--- config.mk ---
export PLATFORM = sky130hd
export DESIGN_NAME = truth_table_sweeper
export DESIGN_NICKNAME = d
export VERILOG_FILES = /design/src/rtl/truth_table_sweeper.sv
export SDC_FILE = /design/constraint.sdc
export NUM_CORES = 1
export LEC_CHECK = 0
export ABC_AREA = 0
export BUFFER_PORTS_ARGS = -buffer_cell sky130_fd_sc_hd__buf_2
export CAP_MARGIN = 20
export CORE_AREA = 5 5 91 93
export CTS_CLUSTER_SIZE = 25
export DETAILED_ROUTE_END_ITERATION = 6
export DIE_AREA = 0 0 96 98
export PLACE_DENSITY = 0.59
export SYNTH_ARGS = -nofsm -noshare
export SYNTH_HDL_FRONTEND = slang
export SYNTH_SLANG_ARGS = --single-unit
--- constraint.sdc ---
create_clock -name clk -period 4.6 [get_ports clk]
set_clock_uncertainty 0.05 [all_clocks]
set_input_delay 0.92 -clock clk [delete_from_list [all_inputs] [get_ports clk]]
set_output_delay 0.92 -clock clk [all_outputs]
set_load 0.005 [all_outputs]
--- src/rtl/truth_table_sweeper.sv ---
// Drives all 16 input vectors to a 4-input combinational block, captures its
// response into a truth table and grades it against a golden pattern.
module truth_table_sweeper #(
  parameter int unsigned DWELL    = 4,
  parameter logic [15:0] EXPECTED = 16'h0000
) (
  input  logic        clk,
  input  logic        rst_n,
  input  logic        start,
  output logic        a,
  output logic        b,
  output logic        c,
  output logic        d,
  input  logic        f,
  output logic        busy,
  output logic        done,
  output logic [15:0] table_out,
  output logic [4:0]  mismatch_cnt,
  output logic        fail_valid,
  output logic [3:0]  first_fail_idx,
  output logic        pass
);

  typedef enum logic [1:0] {
    S_IDLE = 2'd0,
    S_RUN  = 2'd1,
    S_DONE = 2'd2
  } state_e;

  localparam logic [7:0] DWELL_LAST = 8'(DWELL - 1);

  state_e      state_q, state_d;
  logic [3:0]  idx_q, idx_d;
  logic [7:0]  dwell_q, dwell_d;
  logic        wrap_q, wrap_d;
  logic [3:0]  vec_q, vec_d;
  logic        busy_q, busy_d;
  logic        done_q, done_d;
  logic [15:0] table_q, table_d;
  logic [4:0]  mis_q, mis_d;
  logic        fv_q, fv_d;
  logic [3:0]  ffi_q, ffi_d;

  // State register and all result/stimulus flops
  always_ff @(posedge clk or negedge rst_n) begin
    if (!rst_n) begin
      state_q <= S_IDLE;
      idx_q   <= 4'd0;
      dwell_q <= 8'd0;
      wrap_q  <= 1'b0;
      vec_q   <= 4'd0;
      busy_q  <= 1'b0;
      done_q  <= 1'b0;
      table_q <= 16'h0000;
      mis_q   <= 5'd0;
      fv_q    <= 1'b0;
      ffi_q   <= 4'd0;
    end else begin
      state_q <= state_d;
      idx_q   <= idx_d;
      dwell_q <= dwell_d;
      wrap_q  <= wrap_d;
      vec_q   <= vec_d;
      busy_q  <= busy_d;
      done_q  <= done_d;
      table_q <= table_d;
      mis_q   <= mis_d;
      fv_q    <= fv_d;
      ffi_q   <= ffi_d;
    end
  end

  // Next-state, sweep sequencing and capture/compare
  always_comb begin
    state_d = state_q;
    idx_d   = idx_q;
    dwell_d = dwell_q;
    wrap_d  = wrap_q;
    vec_d   = vec_q;
    busy_d  = busy_q;
    done_d  = done_q;
    table_d = table_q;
    mis_d   = mis_q;
    fv_d    = fv_q;
    ffi_d   = ffi_q;
    case (state_q)
      S_IDLE, S_DONE: begin
        if (start) begin
          state_d = S_RUN;
          idx_d   = 4'd0;
          dwell_d = 8'd0;
          wrap_d  = 1'b0;
          vec_d   = 4'd0;
          busy_d  = 1'b1;
          done_d  = 1'b0;
          table_d = 16'h0000;
          mis_d   = 5'd0;
          fv_d    = 1'b0;
          ffi_d   = 4'd0;
        end else begin
          state_d = state_q;
        end
      end
      S_RUN: begin
        // wrap_q marks the single settling cycle after the index-15 capture
        if (wrap_q) begin
          state_d = S_DONE;
          wrap_d  = 1'b0;
          idx_d   = 4'd0;
          dwell_d = 8'd0;
          vec_d   = 4'd0;
          busy_d  = 1'b0;
          done_d  = 1'b1;
        end else if (dwell_q == DWELL_LAST) begin
          table_d[idx_q] = f;
          dwell_d        = 8'd0;
          if (f != EXPECTED[idx_q]) begin
            mis_d = mis_q + 5'd1;
            if (!fv_q) begin
              fv_d  = 1'b1;
              ffi_d = idx_q;
            end else begin
              fv_d = fv_q;
            end
          end else begin
            mis_d = mis_q;
          end
          if (idx_q == 4'd15) begin
            wrap_d = 1'b1;
          end else begin
            idx_d = idx_q + 4'd1;
            vec_d = idx_q + 4'd1;
          end
        end else begin
          dwell_d = dwell_q + 8'd1;
        end
      end
      default: begin
        state_d = S_IDLE;
      end
    endcase
  end

  assign {a, b, c, d}   = vec_q;
  assign busy           = busy_q;
  assign done           = done_q;
  assign table_out      = table_q;
  assign mismatch_cnt   = mis_q;
  assign fail_valid     = fv_q;
  assign first_fail_idx = ffi_q;
  assign pass           = done_q && (mis_q == 5'd0);

endmodule

# After elaboration in Yosys (flattened, before gate mapping)
# Memory sizes are Yosys's and may differ from the RTL's.
# Index checks and enable logic that the tools add are counted.
# W data, S select, Z words.
# totals
mem_bits_ro	16
mem_count	1
reg_bits	43
word_cells	86
# op_classes
n_lt_le_gt_ge	2
n_addsub	3
n_mux	44
eq_ne	13
reduce_logical	13
# mem_list
memory	depth	word_bits	read_ports	rd_ports_with_merged_regs	write_ports	line	source
(no name shown)	16	1	1	0	0	117	if (f != EXPECTED[idx_q]) begin
# ops
cell	count
$mux W16	3
$mux W4	8
$pmux W16 S2	1
$mux W8	3
$mux W5	4
$bwmux W16	1
$pmux W4 S2	2
$pmux W8 S2	1
$mux W1	12
$ne A2 B2 Y1 const B	6
$pmux W5 S2	1
$add A8 B1 Y8 const B	1
$eq A8 B2 Y1 const B	1
$pmux W1 S2	4
$reduce_and A4 Y1	2
$ne A3 B3 Y1 const B	2
$reduce_and A6 Y1	1
$add A5 B1 Y5 const B	1
$logic_not A5 Y1	1
$lt A4 B5 Y1 const B	1
$reduce_and A5 Y1	1
$add A4 B1 Y4 const B	1
$demux W1 S4	1
$eq A4 B4 Y1 const B	1
other kinds (12)	15

# Logic depth before layout (Yosys ltp)
# Gate-level depths: netlist of the first run.
# depth
depth_word	8
ltp_mapped	6

# Worst setup path before layout of the first run
# Ideal clock, no wire load.
# synth_timing
kind	in2reg
from	input start
to	register vec_q[2]
n_path_buf	1
setup_ns	0.133
arrival_ns	1.938
setup_slack_ns	2.479
cell_stages	5
required_ns	4.417
cell_sequence	nor2b_1 nor2_1 clkbuf_1 o31ai_1 o21ai_0
# synth_between
elab_chain_cells	2
# synth_rtl
item	line	source
start, declared	9	input logic start,
$ne A2 B2 Y1 (no line)	--	
$reduce_and A4 Y1 (no line)	--	
end signal, assigned	63	vec_q <= vec_d;
end, declared	36	logic [3:0] vec_q, vec_d;
# Every way passes these cells.
# A chain may end at the register's enable or synchronous reset.

# Worst setup path in the final report of the first run
# layout_timing
from	register dwell_q[0]
to	register table_q[10] (netlist: table_out[10])
# layout_between
elab_chain_cells	3
# layout_rtl
item	line	source
start, declared	34	logic [7:0] dwell_q, dwell_d;
start signal, assigned	61	dwell_q <= dwell_d;
$eq A8 B2 Y1	114	end else if (dwell_q == DWELL_LAST) begin
$ne A2 B2 Y1 (no line)	--	
$reduce_and A4 Y1 (no line)	--	
end signal, assigned	66	table_q <= table_d;
end, declared	39	logic [15:0] table_q, table_d;
# Every way passes these cells.

==> out/qor.yml, run 1 <==
status:
  outcome: "complete, no violations"
timing:
  setup_viol: 0
  min_period_ps: 2470
  fin_ws_ps: 2130
  hold_viol: 0
  rsz0062_at_grt: "false"
  period_share: 0.536
  max_slew_margin: 0.350
  worstMarginPinSlew_ps: 976
  fin_tns_setup_ps: 0
  fmax_ghz: 0.405
  finalHoldWorstSlack_ps: 442
  final_max_slew_viol_count: 0
yosys:
  synth_fa_ha_area_frac: 0.0399
  synth-async-reset-ratio: 1.00
  synth_edf_count: 0
  ys_seq_area_frac: 0.490
  synthMuxAreaShare: 0.00456
  syn_area_um2: 2200
  synth_most_common_cell: "dfrtp_1"
  ys_types: 40
  synth_top_area_frac: 0.490
  synth_simple_gate_area_frac: 0.198
  ys_ff_latch: 43
  synth_area_leader_cell: "dfrtp_1"
  avgSynthCellArea_um2: 10.2
  synth_commonest_cells: "43 x dfrtp_1, 26 x nand2_1, 18 x o21ai_0, 14 x a31oi_1, 12 x nor2_1"
  synth_xor_area_frac: 0.00798
  synth_top_family_by_area: "compound AO/OA/AOI/OAI gates"
  synth_nets: 226
  synth-compound-area-share: 0.220
  ys_warn_count: 0
  synth_area_leaders: "dfrtp_1 49%, nand2_1 4.4%, o21ai_0 4.1%, a31oi_1 4.0%, ha_1 4.0%"
  syn_inst: 215
  synth_top_flop_cell: "dfrtp_1"
cts:
  cts_hold_buf: 0
  htreeDepth: 2
  cts_root_buffer: "clkbuf_8"
  clk_latency_ps: 300
  postCtsSetupBuffers: 0
  clk_pin_slew_ps: 90
  cts_made_buffers: 5
  clock_sinks: 43
  clockBufferDepth: 2
  cts_resized: 0
  cts_tree: "done"
setup_path:
  endpoint_kind: "register"
  regToRegStartpoint: "dwell_q[0]"
  crit_arrival_ps: 2650
  crit_fanout: 11
  cp-startpoint: "dwell_q[0]"
  required_ps: 4780
  r2r-end: "table_out[10]"
  r2r_cells: 5
  crit_type: "register to register"
  r2r_setup_slack_ps: 2130
  critPathCapture: "table_out[10]"
  start_kind: "register"
global_routing:
  antenna_found_initial: 0
  grt_pass1_vias: 1662
  grt_overflow: 0
  grt_max_degree: 44
  grt_pass1_wl_um: 8800
  track_usage: 0.119
placed_design:
  gp_congestion: 0.770
  io_buffers: 36
  placed_cell_area_um2: 2440
  place_ws_ps: 2040
  hpwl_um: 3650
layout:
  fin_util: 0.348
  n_antenna_cell: 0
  fin_nets: 258
  final_area_um2: 2590
  drive_gt1_frac: 0.246
  area_growth_syn_to_layout_pct: 18.1
drt:
  drtIter0Drc: 167
  routed_wl_um: 5240
  first_pass_iters: 4
  vias: 1779
  routedWlPerCell_um: 15.0
  detail_route.vias_per_cell: 5.08
  drc: 0
  drt.antenna.violating_nets: 0
pwr:
  powerDensity_nw_per_um2: 540
  pwr-share-clk: 0.248
  combPwrFrac: 0.356
  vdd_drop_max_mv: 0.210
  seq_power_share: 0.396
  leakagePower_nw: 1.25
  switching_share: 0.375
  netSwitchingPower_w: 0.000526
  intPower_w: 0.000875
floorplan:
  fp.coreArea_um2: 7450
  rows: 32
  ios: 37
  die_y_um: 98
  start_util: 0.295
  fp.dieW_um: 96
  dieArea_um2: 9410
job:
  drv_cap: 0
worst_hold_path:
  min_path_type: "register to register"
==> per-stage QoR <==
stage	std cells	power, W
floorplan	215	0.000901
global placement	341	0.00105
detailed placement	341	0.00106
CTS	349	0.00141
global route	350	0.00152
finish	350	0.00140
==> logic make-up after synthesis <==
| family | Yosys count |
|---|---|
| multiplexers | 1 |
| AO/OA/AOI/OAI | 68 |
| adder cells (fa/ha/maj) | 7 |
| AND/OR/NAND/NOR | 76 |
| flip-flops | 43 |
| XOR/XNOR | 2 |
| buffers and inverters | 18 |
==> metal layers <==
layer	vias to the layer above	global-route usage	wire length, um
met2	34	0.167	2410
met4	0	0.0230	42
li1	864	-	-
met3	5	0.0478	346
met1	876	0.172	2440
met5	-	0	0
==> cell usage in the layout (no fill, tap or decap), drive strengths merged, types with 3 or more instances in the layout <==
master   n
nand2b   3
nand2   26
clkbuf   6
o21ai   18
a21o     8
a31oi   14
buf     37
dfrtp   43
nand3   11
inv      6
ha       7
nor3     6
a32o     3
o211ai   4
a22o     6
nand4    3
a31o     8
nor2    13
nor3b    4
==> power groups by stage <==
stage               logic, W  registers (W)  clock network, W
floorplan           0.000355       0.000546                 0
global placement    0.000494       0.000559                 0
detailed placement  0.000499       0.000562                 0
CTS                 0.000501       0.000556          0.000356
global route        0.000569       0.000574          0.000375
finish              0.000498       0.000556          0.000347
==> area by class of cell <==
class | instances | area [um^2]
repair buffers | 37 | 200
clock inverters | 2 | 60.1
multi-input cells | 154 | 1030
fillers | 760 | 4850
well taps | 102 | 128
clock buffers | 6 | 72.6
inverters | 6 | 22.5
flip-flops and latches | 43 | 1080
==> critical path: stages (launching register included) <==
cell	delay [ps]
dfrtp_1	400
ha_1	220
nor3b_2	540
nand4_1	590
nor3_2	430
a32o_1	180
==> flip-flops by register name (all words and copies together), names as in the netlist <==
| name | count |
|---|---|
| table_out | 16 |
| dwell_q | 8 |
| mismatch_cnt | 5 |
| first_fail_idx | 4 |
| vec_q | 4 |
| state_q | 2 |
| busy | 1 |
| done | 1 |
| fail_valid | 1 |
| wrap_q | 1 |
==> how the worst min path moves through the flow <==
stage                     startpoint    to  slack, ps  cells past startpoint
after floorplan                 busy  busy        420                      2
after global placement          busy  busy        410                      2
after detailed placement        busy  busy        420                      2
after CTS                       busy  busy        440                      2
after global routing            busy  busy        490                      2
final                           busy  busy        440                      2
Power figures use the tool's default switching activity.
==> run 2, diff against run 1 <==
==> constraint.sdc (replaced) <==
create_clock -name clk -period 2.55 [get_ports clk]
set_clock_uncertainty 0.05 [all_clocks]
set_input_delay 0.51 -clock clk [delete_from_list [all_inputs] [get_ports clk]]
set_output_delay 0.51 -clock clk [all_outputs]
set_load 0.005 [all_outputs]
==> run 2 against run 1 <==
  * Register-to-register slack lost 1500 ps
  * Via count grew 2.9%
  * Largest cell class unchanged
  * Critical path type unchanged
  * Hold slack lost 260 ps
==> out/qor.yml, run 2 (synthesized netlist as in run 1, its figures left out) <==
timing:
  final_max_slew_viol_count: 0
  fin_ws_ps: 591
  setup_viol: 0
  rsz0062_at_grt: "false"
  fin_tns_setup_ps: 0
  period_share: 0.768
  worstMarginPinSlew_ps: 821
  hold_viol: 0
  fmax_ghz: 0.510
  max_slew_margin: 0.453
  min_period_ps: 1960
setup_path:
  crit_fanout: 14
  start_kind: "register"
  crit_type: "register to register"
  r2r_cells: 4
  required_ps: 2690
  endpoint_kind: "register"
  crit_arrival_ps: 2100
status:
  outcome: "complete, no violations"
floorplan:
  dieArea_um2: 9410
  ios: 37
  die_y_um: 98
  start_util: 0.295
  fp.dieW_um: 96
  rows: 32
  fp.coreArea_um2: 7450
cts:
  postCtsSetupBuffers: 0
  cts_hold_buf: 0
  cts_made_buffers: 5
  clk_latency_ps: 300
  htreeDepth: 2
  cts_root_buffer: "clkbuf_8"
  clock_sinks: 43
  clockBufferDepth: 2
  clk_pin_slew_ps: 80
  cts_resized: 0
  cts_tree: "done"
drt:
  vias: 1831
  detail_route.vias_per_cell: 5.14
  first_pass_iters: 4
  drc: 0
  drtIter0Drc: 93
  drt.antenna.violating_nets: 0
  routed_wl_um: 5310
  routedWlPerCell_um: 14.9
job:
  drv_cap: 0
pwr:
  powerDensity_nw_per_um2: 910
  intPower_w: 0.00140
  netSwitchingPower_w: 0.000944
  switching_share: 0.403
  vdd_drop_max_mv: 0.260
  seq_power_share: 0.423
  combPwrFrac: 0.395
  pwr-share-clk: 0.182
  leakagePower_nw: 1.25
placed_design:
  gp_congestion: 0.784
  hpwl_um: 3920
  place_ws_ps: 595
  placed_cell_area_um2: 2490
  io_buffers: 36
layout:
  drive_gt1_frac: 0.264
  area_growth_syn_to_layout_pct: 17.4
  final_common_cell: "dfrtp_1"
  n_antenna_cell: 0
  most-common-layout-cells: "43 x dfrtp_1, 36 x buf_2, 26 x nand2_1, 18 x o21ai_0, 14 x a31oi_1"
  largest_register_ffs: 16
  fin_nets: 264
  final_area_um2: 2580
global_routing:
  track_usage: 0.121
  grt_overflow: 0
  grt_max_degree: 29
  grt_pass1_vias: 1768
  grt_pass1_wl_um: 8780
  antenna_found_initial: 0
worst_hold_path:
  min_path_type: "input port to asynchronous set/reset pin"
==> run 2: cell types whose count changed in the layout (fill, tap and decap cells not counted) <==
cell / delta
buf_12: -1
buf_4: +7
bufinv_16: -2
clkinv_2: +1
clkinvlp_4: +1
==> run 2: per-stage QoR <==
step	util	total power [W]	cells	hold WS, ps
global placement	0.335	0.00193	348	406
finish	0.346	0.00234	356	182
floorplan	-	0.00163	215	164
CTS	0.346	0.00238	356	200
detailed placement	0.335	0.00194	348	408
global route	0.346	0.00255	356	222
==> run 2: critical path, stage by stage, from the launching register on <==
cell	delay (ps)
dfrtp_1	460
nor4_4	560
and4_4	430
nor2_2	70
a211o_1	280
==> run 2: worst paths after layout <==
kind                            start  slack (ps)         endpoint
min                             rst_n         180             busy
max in group asynchronous       rst_n        1650     table_out[7]
max reg2reg                dwell_q[4]         590  mismatch_cnt[2]
min in group clk                start         380       state_q[1]
max                        dwell_q[4]         590  mismatch_cnt[2]
min reg2reg                      busy         420             busy
==> run 2: metal layers <==
metal  global-route usage  share of wire  vias up  routed length (um)
met1                0.165           0.47      905                2500
li1                     -              -      871                   -
met2                0.177           0.45       51                2390
met3               0.0470          0.068        4                 360
met4               0.0328          0.011        0                  59
met5                    0              0        -                   0
==> run 2: final cells by class <==
class                      instances  area [um^2]
fill                             808         4870
sequential                        43         1080
multi-input combinational        154         1030
timing repair buffer              43          233
tap                              102          128
clock buffer                       6         72.6
inverter                           6         22.5
clock inverter                     2         12.5
==> run 2: power groups by stage <==
stage          clock network, W  logic (W)  registers (W)
2_1_floorplan                 0   0.000641       0.000984
5_1_grt                0.000478    0.00105        0.00102
4_1_cts                0.000443   0.000941       0.000994
3_5_place_dp                  0   0.000937        0.00101
3_3_place_gp                  0   0.000927       0.000999
6_report               0.000428   0.000926       0.000991
==> run 3, diff against run 2 <==
==> constraint.sdc (replaced) <==
create_clock -name clk -period 2 [get_ports clk]
set_clock_uncertainty 0.05 [all_clocks]
set_input_delay 0.4 -clock clk [delete_from_list [all_inputs] [get_ports clk]]
set_output_delay 0.4 -clock clk [all_outputs]
set_load 0.005 [all_outputs]
==> run 3 against run 2 <==
  * Design area grew 3.5%
  * Clock power grew 42%
  * Critical path depth grew 2
  * Sequential cell count is the same
  * Clock-buffer cell count grew 2
  * Global-route usage grew 0.28 points
  * Sequential power grew 28%
  * Maximum frequency grew 6.2%
  * Combinational power grew 37%
==> out/qor.yml, run 3 (synthesized netlist as in run 1, its figures left out) <==
setup_path:
  regToRegStartpoint: "dwell_q[0]"
  r2r-end: "mismatch_cnt[2]"
  r2r_cells: 6
  endpoint_kind: "register"
  crit_type: "register to register"
  r2r_setup_slack_ps: 160
  required_ps: 2140
  crit_fanout: 14
  start_kind: "register"
  crit_arrival_ps: 1980
timing:
  fmax_ghz: 0.542
  fin_tns_setup_ps: 0
  max_slew_margin: 0.696
  period_share: 0.922
  hold_viol: 0
  final_max_slew_viol_count: 0
  rsz0062_at_grt: "false"
  worstMarginPinSlew_ps: 455
  setup_viol: 0
  min_period_ps: 1840
pwr:
  powerDensity_nw_per_um2: 1180
  switching_share: 0.388
  pwr-share-clk: 0.193
  finalPower_w: 0.00315
  netSwitchingPower_w: 0.00122
  vdd_drop_max_mv: 0.353
  seq_power_share: 0.403
  intPower_w: 0.00192
  leakagePower_nw: 1.31
  combPwrFrac: 0.405
drt:
  drtIter0Drc: 93
  routedWlPerCell_um: 15.0
  wl_met3_um: 396
  drt.antenna.violating_nets: 0
  top_layer_used: "met4"
  detail_route.vias_per_cell: 5.04
  drc: 0
  wl_met2_um: 2400
  drt-met1-wl_um: 2610
  vias: 1833
  first_pass_iters: 4
  routed_wl_um: 5460
placed_design:
  io_buffers: 36
  placed_cells: 355
  hpwl_um: 4010
  gp_congestion: 0.883
layout:
  multi_input_area_um2: 1030
  final_common_cell: "dfrtp_1"
  largest_register_ffs: 16
  fillers: 770
  most-common-layout-cells: "43 x dfrtp_1, 36 x buf_2, 26 x nand2_1, 18 x o21ai_0, 14 x a31oi_1"
  area_growth_syn_to_layout_pct: 21.5
  n_antenna_cell: 0
  finalNonFillerCells: 364
  regArea_um2: 1080
  fin_nets: 272
  drive_gt1_frac: 0.282
worst_hold_path:
  hold_path_end: "state_q[1]"
  min_path_type: "input port to register"
  min_path_cells: 2
  worstHoldStart: "start"
job:
  drv_cap: 0
global_routing:
  grt_max_degree: 27
  antenna_found_initial: 0
  grt_overflow: 0
  grt_pass1_wl_um: 9150
  track_usage: 0.123
  grt_pass1_vias: 1832
cts:
  clk_pin_slew_ps: 80
  cts_root_buffer: "clkbuf_8"
  cts_resized: 0
  clockBufferDepth: 2
  htreeDepth: 2
  cts_made_buffers: 5
  cts_tree: "done"
  clock_sinks: 43
  clk_latency_ps: 290
floorplan:
  fp.dieW_um: 96
  fp.coreArea_um2: 7450
  ios: 37
  die_y_um: 98
  dieArea_um2: 9410
  rows: 32
  start_util: 0.295
status:
  outcome: "complete, no violations"
-- run 3: changes by cell type in the layout (fill, tap and decap cells not counted) --
cell / before / now
buf_12: 0 / 1
dlygate4sd3_1: 0 / 1
clkinv_2: 1 / 0
buf_4: 7 / 13
clkinvlp_4: 1 / 0
clkbuf_8: 5 / 7
-- run 3: final cells by class --
cell class	count	share of cell area
clock buffers	8	0.0375
inverters	6	0.00844
multi-input cells	154	0.387
flip-flops and latches	43	0.403
well taps	102	0.0478
repair buffers	51	0.115
-- run 3: stage by stage --
step | util | area (um^2) | hold WS (ps) | setup WS (ps)
6_report | 0.358 | 2670 | 257 | 155
5_1_grt | 0.358 | 2670 | 267 | 48.8
4_1_cts | 0.358 | 2670 | 249 | 139
3_5_place_dp | 0.343 | 2560 | 329 | 165
3_3_place_gp | 0.343 | 2560 | 315 | 228
2_1_floorplan | - | 2200 | 54.4 | 173
-- run 3: routing by layer --
| layer | GRT usage | vias to the layer above |
|---|---|---|
| met3 | 0.0393 | 5 |
| li1 | - | 879 |
| met1 | 0.174 | 893 |
| met4 | 0.0339 | 0 |
| met2 | 0.182 | 56 |
| met5 | 0 | - |
-- run 3: power groups by stage --
stage | sequential [W] | combinational, W | clock, W
6_report | 0.00127 | 0.00127 | 0.000606
5_1_grt | 0.00130 | 0.00143 | 0.000664
4_1_cts | 0.00127 | 0.00128 | 0.000632
3_5_place_dp | 0.00129 | 0.00127 | 0
3_3_place_gp | 0.00128 | 0.00126 | 0
2_1_floorplan | 0.00125 | 0.000817 | 0
-- run 3: repair_timing --
action | CTS | global route
hold endpoints to repair | 2 | 0
setup buffers | 0 | 0
hold buffers | 1 | 0
-- run 3: worst max path at each step --
stage / startpoint / depth (start not counted) / to
after floorplan: dwell_q[0] / 6 / table_out[0]
after global placement: dwell_q[0] / 6 / mismatch_cnt[2]
after detailed placement: dwell_q[0] / 6 / mismatch_cnt[2]
after global routing: dwell_q[0] / 6 / mismatch_cnt[2]
after CTS: dwell_q[0] / 6 / mismatch_cnt[2]
final: dwell_q[0] / 6 / mismatch_cnt[2]
-- run 3: critical path, stage by stage (launching register included) --
cell and delay [ps]:
dfrtp_1 400, ha_1 230, nor3b_2 180, buf_4 180, and4_4 350, nor2_2 70, a211o_1 280
